--- config.mk ---
export PLATFORM = sky130hd
export DESIGN_NAME = cmp_sched
export DESIGN_NICKNAME = d
export VERILOG_FILES = /design/src/rtl/cmp_pkg.sv /design/src/rtl/cmp_chunk.sv /design/src/rtl/cmp_sched.sv
export SDC_FILE = /design/constraint.sdc
export NUM_CORES = 1
export LEC_CHECK = 0
export ABC_AREA = 1
export ABC_CLOCK_PERIOD_IN_PS = 2700
export CAP_MARGIN = 20
export CORE_MARGIN = 3
export CORE_UTILIZATION = 47
export CTS_BUF_LIST = sky130_fd_sc_hd__clkbuf_8
export CTS_CLUSTER_DIAMETER = 50
export DETAILED_ROUTE_END_ITERATION = 10
export PLACE_DENSITY = 0.82
export SLEW_MARGIN = 30
export SYNTH_ARGS = -nofsm -noshare
export SYNTH_HDL_FRONTEND = slang
export SYNTH_HIERARCHICAL = 1
export SYNTH_SLANG_ARGS = --single-unit
--- constraint.sdc ---
create_clock -name clk -period 2.7 [get_ports clk]
set_input_delay 0.54 -clock clk [delete_from_list [all_inputs] [get_ports clk]]
set_output_delay 0.54 -clock clk [all_outputs]
set_load 0.02 [all_outputs]
--- src/rtl/cmp_pkg.sv ---
// Shared types and helpers for the chunked compare scheduler: FSM states,
// the one-hot lt/eq/gt result, default widths and the signed-to-offset flip.
package cmp_pkg;

    localparam int XLEN_DEF  = 32;
    localparam int CHUNK_DEF = 8;

    typedef enum logic [1:0] {
        IDLE = 2'd0,
        SCAN = 2'd1,
        DONE = 2'd2
    } cmp_state_e;

    typedef struct packed {
        logic lt;
        logic eq;
        logic gt;
    } cmp_res_t;

    // Inverting the MSB maps two's-complement order onto unsigned order.
    function automatic logic [XLEN_DEF-1:0] to_offset(input logic [XLEN_DEF-1:0] op,
                                                      input logic                sgn);
        to_offset = {op[XLEN_DEF-1] ^ sgn, op[XLEN_DEF-2:0]};
    endfunction

endpackage

--- src/rtl/cmp_chunk.sv ---
// Combinational unsigned magnitude compare of one CHUNK-wide operand slice.
module cmp_chunk
    import cmp_pkg::*;
#(
    parameter int W = CHUNK_DEF
) (
    input  logic [W-1:0] i_a,
    input  logic [W-1:0] i_b,
    output cmp_res_t     o_res
);

    // Exactly one flag is raised for any operand pair.
    always_comb begin
        o_res = '0;
        if (i_a < i_b) begin
            o_res.lt = 1'b1;
        end else if (i_a > i_b) begin
            o_res.gt = 1'b1;
        end else begin
            o_res.eq = 1'b1;
        end
    end

endmodule

--- src/rtl/cmp_sched.sv ---
// Two-port round-robin compare scheduler scanning operands MSB-first one chunk
// per cycle. Define CMP_SCHED_EARLY_EXIT_EN to stop scanning at the first differing chunk.
module cmp_sched
    import cmp_pkg::*;
#(
    parameter int XLEN  = XLEN_DEF,
    parameter int CHUNK = CHUNK_DEF
) (
    input  logic                 clk,
    input  logic                 rst_n,
    input  logic [1:0]           req_valid,
    input  logic [1:0][XLEN-1:0] req_a,
    input  logic [1:0][XLEN-1:0] req_b,
    input  logic [1:0]           req_signed,
    output logic [1:0]           req_ready,
    output logic [1:0]           rsp_valid,
    output logic                 rsp_lt,
    output logic                 rsp_eq,
    output logic                 rsp_gt,
    output logic                 busy
);

    localparam int NBEAT = XLEN / CHUNK;
    localparam int IDXW  = (NBEAT > 1) ? $clog2(NBEAT) : 1;

    cmp_state_e      r_state;
    logic            r_last_grant;
    logic [XLEN-1:0] r_op_a;
    logic [XLEN-1:0] r_op_b;
    logic            r_id;
    logic [IDXW-1:0] r_idx;
    cmp_res_t        r_res;
    logic            r_decided;
    logic [1:0]      r_rsp_valid;
    cmp_res_t        r_rsp;
    logic            r_busy;

    logic            w_grant_id;
    logic            w_take;
    logic [XLEN-1:0] w_off_a;
    logic [XLEN-1:0] w_off_b;
    logic [CHUNK-1:0] w_chunk_a;
    logic [CHUNK-1:0] w_chunk_b;
    cmp_res_t        w_chunk_res;
    cmp_res_t        w_final;
    logic            w_mismatch;
    logic            w_early_stop;
    logic            w_last;

    // Arbiter: a lone requester wins; on a tie the port not granted last time wins.
    always_comb begin
        w_grant_id = 1'b0;
        case (req_valid)
            2'b01:   w_grant_id = 1'b0;
            2'b10:   w_grant_id = 1'b1;
            2'b11:   w_grant_id = ~r_last_grant;
            default: w_grant_id = 1'b0;
        endcase
    end

    assign w_take = (r_state == IDLE) && (req_valid != 2'b00);

    // Acceptance pulse is combinational so the requester sees it in the grant cycle.
    always_comb begin
        req_ready = 2'b00;
        if (w_take) begin
            req_ready = w_grant_id ? 2'b10 : 2'b01;
        end else begin
            req_ready = 2'b00;
        end
    end

    if (XLEN == XLEN_DEF) begin : g_pkg_flip
        assign w_off_a = to_offset(req_a[w_grant_id], req_signed[w_grant_id]);
        assign w_off_b = to_offset(req_b[w_grant_id], req_signed[w_grant_id]);
    end else begin : g_wide_flip
        assign w_off_a = {req_a[w_grant_id][XLEN-1] ^ req_signed[w_grant_id],
                          req_a[w_grant_id][XLEN-2:0]};
        assign w_off_b = {req_b[w_grant_id][XLEN-1] ^ req_signed[w_grant_id],
                          req_b[w_grant_id][XLEN-2:0]};
    end

    assign w_chunk_a = r_op_a[int'(r_idx) * CHUNK +: CHUNK];
    assign w_chunk_b = r_op_b[int'(r_idx) * CHUNK +: CHUNK];

    cmp_chunk #(
        .W (CHUNK)
    ) u_chunk (
        .i_a   (w_chunk_a),
        .i_b   (w_chunk_b),
        .o_res (w_chunk_res)
    );

    assign w_mismatch = ~w_chunk_res.eq;
    // A result decided on an earlier chunk takes priority over lower chunks.
    assign w_final    = r_decided ? r_res : w_chunk_res;

`ifdef CMP_SCHED_EARLY_EXIT_EN
    assign w_early_stop = w_mismatch;
`else
    assign w_early_stop = 1'b0;
`endif

    assign w_last = (r_idx == IDXW'(0)) || w_early_stop;

    // Scheduler FSM with operand, index and response registers.
    always_ff @(posedge clk or negedge rst_n) begin
        if (!rst_n) begin
            r_state      <= IDLE;
            r_last_grant <= 1'b1;
            r_op_a       <= '0;
            r_op_b       <= '0;
            r_id         <= 1'b0;
            r_idx        <= '0;
            r_res        <= '0;
            r_decided    <= 1'b0;
            r_rsp_valid  <= 2'b00;
            r_rsp        <= '0;
            r_busy       <= 1'b0;
        end else begin
            case (r_state)
                IDLE: begin
                    r_rsp_valid <= 2'b00;
                    r_rsp       <= '0;
                    if (w_take) begin
                        r_op_a       <= w_off_a;
                        r_op_b       <= w_off_b;
                        r_id         <= w_grant_id;
                        r_last_grant <= w_grant_id;
                        r_idx        <= IDXW'(NBEAT - 1);
                        r_res        <= '0;
                        r_decided    <= 1'b0;
                        r_busy       <= 1'b1;
                        r_state      <= SCAN;
                    end else begin
                        r_busy <= 1'b0;
                    end
                end
                SCAN: begin
                    if (w_last) begin
                        r_rsp_valid <= r_id ? 2'b10 : 2'b01;
                        r_rsp       <= w_final;
                        r_state     <= DONE;
                    end else begin
                        r_idx <= r_idx - IDXW'(1);
                        if (!r_decided && w_mismatch) begin
                            r_res     <= w_chunk_res;
                            r_decided <= 1'b1;
                        end
                    end
                end
                DONE: begin
                    r_rsp_valid <= 2'b00;
                    r_rsp       <= '0;
                    r_busy      <= 1'b0;
                    r_state     <= IDLE;
                end
                default: begin
                    r_rsp_valid <= 2'b00;
                    r_rsp       <= '0;
                    r_busy      <= 1'b0;
                    r_state     <= IDLE;
                end
            endcase
        end
    end

    assign rsp_valid = r_rsp_valid;
    assign rsp_lt    = r_rsp.lt;
    assign rsp_eq    = r_rsp.eq;
    assign rsp_gt    = r_rsp.gt;
    assign busy      = r_busy;

endmodule

Word-level counts from Yosys, hierarchy flattened
Cells that the tools add are included.

word-level totals
  bits in registers = 80
  input port bits = 134
  output and inout port bits = 8
  word-level logic and storage cells = 78

cells by class
  $add $sub $neg = 1
  magnitude comparators = 3
  equality and inequality tests = 7
  shift operators = 2
  multiplexer cells = 35
  bitwise logic cells = 4
  reductions and logical operators = 11

operators with widths
  cell                 number
  $mux 32              4
  $shiftx 32x6->8      2
  $mux 2               10
  $mux 3               6
  $mux 1               9
  $gt 8x8->1           1
  $lt 8x8->1           1
  $ne 2x2->1 const B   4
  $pmux 2 s2           2
  $pmux 1 s2           3
  $pmux 3 s2           1
  $eq 2x2->1 const B   2
  $logic_not 2->1      2
  $reduce_and 2->1     2
  $reduce_and 4->1     1
  $reduce_bool 2->1    2
  $reduce_and 3->1     1
  $eq 2x1->1 const B   1
  $logic_and 1x1->1    2
  $lt 1x2->1 const B   1
  $not 1->1            2
  $sub 2x1->2 const B  1
  $xor 1x1->1          2
  $logic_not 1->1      1

Logic depth before layout (Yosys ltp)
  depth after elaboration = 9
  gate-level depth with buffers = 19
  gate-level depth less buffers = 18

By module
Netlist, hierarchy kept.

modules (own cells, without submodules)
  module     instances  cells each  area an instance (sq um)  seq. area each (sq um)
  cmp_sched  1          532         4000.1                    2003.2
  cmp_chunk  1          39          235.2                     0.0

Worst setup path before layout
Ideal clock, no wire load.

  kind = register to register
  start = reg r_idx[0]
  end = reg r_res[0] in the netlist's numbering
  library setup time = 0.117 ns
  arrival time = 2.323 ns
  required time = 2.583 ns
  path slack = 0.259 ns
  stages on the path, launching flop included = 16
  period minus slack after synthesis = 2.441 ns
  cells stage by stage = dfrtp_1 > inv_1 > clkbuf_1 > nor2_1 > o22ai_1 > inv_1 > ha_1 > a21o_1 > nor2_2 > a21oi_1 > o21ai_0 > nand2_1 > nor2_1 > inv_1 > nand2_1 > nand2_1

RTL lines
  item                    RTL line          text
  start, declared         cmp_sched.sv:31   logic [IDXW-1:0] r_idx;
  start signal, assigned  cmp_sched.sv:130  r_idx <= IDXW'(NBEAT - 1);
  start signal, assigned  cmp_sched.sv:145  r_idx <= r_idx - IDXW'(1);
  end signal, assigned    cmp_sched.sv:147  r_res <= w_chunk_res;
  end, declared           cmp_sched.sv:32   cmp_res_t r_res;

Final worst setup path
  start = in req_valid[1]
  end = out req_ready[1]

on the way
  longest elaborated chain between the ends = 4
  elaborated cells on any way between the ends = 7
  classes of those cells = eq/ne (2); mux (3); reduce/logical (2)

ends and longest elaborated chain
  item             RTL line         text
  start, declared  cmp_sched.sv:11  input logic [1:0] req_valid,
  $eq 2x2->1       cmp_sched.sv:53  case (req_valid)
  $pmux 1 s2       cmp_sched.sv:53
  $mux 2           cmp_sched.sv:67  req_ready = w_grant_id ? 2'b10 : 2'b01;
  $mux 2 *         cmp_sched.sv:66  if (w_take) begin
  end, declared    cmp_sched.sv:15  output logic [1:0] req_ready,

Mark *: on every way between the ends. The rest lies on a longest branch, timed or not.

==> results by group <==
GRT
  • Total GRT Usage: 0.240
  • Initial antenna violation count: 0
  • Met3 GRT Util: 0.0415
  • Met1 global-route usage: 0.318
  • Global-route wire length before repair: 19.6 mm
  • Largest net degree at the start of global routing: 81
  • Vias in the first global route: 4262
  • Total gr overflow: 0
  • Most used routing layer: met2
  • Met2 GRT Util: 0.402

Worst setup path
  • CP required: 2.16 ns
  • Worst Setup End Kind: output port
  • Worst path cell trace: clkdlybuf4s50_1, nand2_2, nor2_4, clkdlybuf4s50_1
  • CP max-delay cell: clkdlybuf4s50_1
  • R2R setup slack: 0.23 ns
  • Top delay family on crit path: buffers and inverters
  • Crit path top cell by count: clkdlybuf4s50_1
  • Startpoint class of the critical path: input port
  • CP Class: input port to output port
  • CP arrival: 2.03 ns
  • Largest stage delay, worst path: 0.62 ns
  • Worst Path Buf+Inv: 2
  • CP Max Fanout: 3

Floorplan
  • Initial Util: 0.486
  • Std cell rows: 34
  • Die Ht: 101 um
  • Die Span X: 101 um
  • Core area: 8720 sq um
  • I/O Pins: 142
  • Die area: 10200 sq um

STA
  • Final hold vios: 0
  • Fmax: 0.388 GHz
  • Final worst setup slack: 0.126 ns
  • Final Cycle Share: 0.953
  • Tmin final: 2.57 ns
  • Post-route setup TNS: 0 ns
  • Setup Viol. Count Final: 0
  • Slew @ Worst Pin: 0.717 ns
  • Max-slew violations: 0
  • Clock Skew: 0.00853 ns
  • Slew margin rel.: 0.520

Power
  • Power share of the combinational group: 0.512
  • Maximum VDD drop: 0.534 mV
  • Pwr Density: 1050 nW/um^2
  • Int Power: 3.54 mW
  • Lkg Pwr: 2.77 nW
  • Clock group share of total power: 0.143
  • Switching power share of the total: 0.432
  • Flop pwr share: 0.345
  • P_sw: 2.70 mW
  • Total power: 6.24 mW

Clock tree
  • PostCTS Resize Cnt: 0
  • H-Tree Level Count: 3
  • CTS Sinks: 80
  • CTS tree: yes
  • Worst-skew pair later-pin latency: 0.34 ns
  • Longest Clk Path Bufs: 2
  • Clk slew on worst S/H paths: 0.08 ns
  • CTS Hold Buffers Added: 0
  • Clock root buffer: clkbuf_8
  • TritonCTS buffer count: 9
  • Setup bufs post-CTS: 0

Finish
  • Post-Route Utilization: 0.681
  • Fillers: 712
  • Area growth syn-to-layout: 40.3%
  • Share of layout cells above drive strength 1: 0.0577
  • Antenna fix cells: 0
  • Nets: 849

Hold path
  • Hold crit path type: input port to asynchronous set/reset pin

Job
  • Max Cap Violations: 0

Logic synthesis
  • Yosys warning count: 6
  • Synthesized net count: 714
  • Avg Inst Size Synth: 7.42 sq um
  • Post-synth EDFFs: 0
  • Synthesized instance count: 571
  • Predominant post-synthesis flop cell: dfrtp_1
  • Yosys cell types: 27
  • Post-synthesis sequential area ratio: 0.473
  • Yosys reg bits: 80
  • Synth Cell Area: 4240 sq um
  • Async set or reset register ratio after synthesis: 1.00

Drt
  • DR vias: 4298
  • First drt pass iteration count: 6
  • Antenna viol nets, final: 0
  • Vias per cell: 5.25
  • Final wirelength: 11.7 mm
  • Wire length per cell: 14.3 um
  • Number of DRC markers in iteration 0: 248
  • Remaining DRCs: 0

Outcome
  • Outcome: complete, no violations

Placed design
  • Hpwl dp: 8.60 mm
  • Pre-CTS setup slack: 0.0333 ns
  • Routability cong.: 0.845
  • I/O Buffers: 141
## routing by layer
metal  wire (um)  up-vias  part of all wire
li1            -     2116                 -
met1        4930     2019              0.42
met2        5930      145              0.51
met3         652       18             0.056
met4         193        0             0.016
met5           0        -                 0
## cells by family (layout without fill, tap and decap cells)
| group | after synthesis | count (layout) | synth area share |
|---|---|---|---|
| and+or+nand+nor | 355 | 355 | 0.346 |
| muxes | 2 | 2 | 0.00473 |
| buffers and inverters | 59 | 199 | 0.0632 |
| adders and majority gates | 9 | 9 | 0.0266 |
| DFF | 80 | 80 | 0.473 |
| AOI/OAI and AO/OA | 66 | 66 | 0.0869 |
## final cells by class
class,count,area [sq um],area share
Clock inverter,5,56.3,0.00948
Multi-Input combinational cell,432,1970,0.332
Timing Repair Buffer,153,1510,0.254
Tap cell,108,135,0.0227
Clock buffer,11,151,0.0255
Inverter,30,116,0.0196
Sequential cell,80,2000,0.337
## worst paths after layout
path,end,from,cells after the start
worst max-delay path,req_ready[1],req_valid[1],4
worst min-delay path,r_op_a[29]$_DFFE_PN0P_,rst_n,1
worst max register to register,r_decided$_DFFE_PN0P_,r_idx[0]$_DFFE_PN0P_,15
worst min register to register,rsp_valid[0]$_DFFE_PN0P_,r_id$_DFFE_PN0P_,1
max in group asynchronous,r_op_b[1]$_DFFE_PN0P_,rst_n,1
min in group clk,rsp_valid[0]$_DFFE_PN0P_,r_id$_DFFE_PN0P_,1
## power by group through the flow
stage	sequential (mW)	combinational [mW]	clock [mW]
after floorplan	2.05	2.27	0
after global placement	2.14	3.00	0
after detailed placement	2.14	3.16	0
after CTS	2.14	3.18	0.911
after global routing	2.20	3.67	0.964
final	2.15	3.19	0.894
## flip-flops by register name (all words and copies together), names as in the netlist
signal and count:
busy 1, r_id 1, r_idx 2, rsp_lt 1
r_res 3, rsp_valid 2, rsp_gt 1, rsp_eq 1
r_op_b 32, r_last_grant 1, r_decided 1, r_state 2
r_op_a 32
## through the flow
| stage | cell area, sq um | cells | hold WS, ns |
|---|---|---|---|
| 6_report | 5940 | 819 | 0.215 |
| 4_1_cts | 5920 | 819 | 0.391 |
| 3_5_place_dp | 5710 | 803 | 0.459 |
| 3_3_place_gp | 5710 | 803 | 0.450 |
| 5_1_grt | 5940 | 819 | 0.274 |
| 2_1_floorplan | 4240 | 571 | 0.244 |
## cell usage in the layout, fill, tap and decap left out, types with 11 or more instances in the layout
master / synthesis / final
clkdlybuf4s50_1: 0 / 140
dfrtp_1: 79 / 79
nand3_1: 75 / 75
nand2_1: 233 / 233
inv_1: 28 / 28
clkbuf_8: 0 / 11
o22ai_1: 16 / 16
o21ai_0: 40 / 40
buf_4: 7 / 11
nor2_1: 37 / 36
## cells in the mapped netlist (2+ instances only)
cell / number / area (sq um)
o21ai_0: 40 / 200
inv_2: 2 / 7.51
dfrtp_1: 79 / 1980
buf_2: 10 / 50.1
ha_1: 9 / 113
mux2i_1: 2 / 20.0
nand2_1: 233 / 875
a21oi_1: 4 / 20.0
clkbuf_1: 10 / 37.5
nand3_1: 75 / 375
nand2_2: 2 / 12.5
nor2_2: 2 / 12.5
nor2_1: 37 / 139
buf_4: 7 / 52.6
nand3b_1: 2 / 15.0
o22ai_1: 16 / 100
inv_1: 28 / 105
o21ai_1: 3 / 15.0
nor2_4: 2 / 22.5
Power figures use the tool's default switching activity.
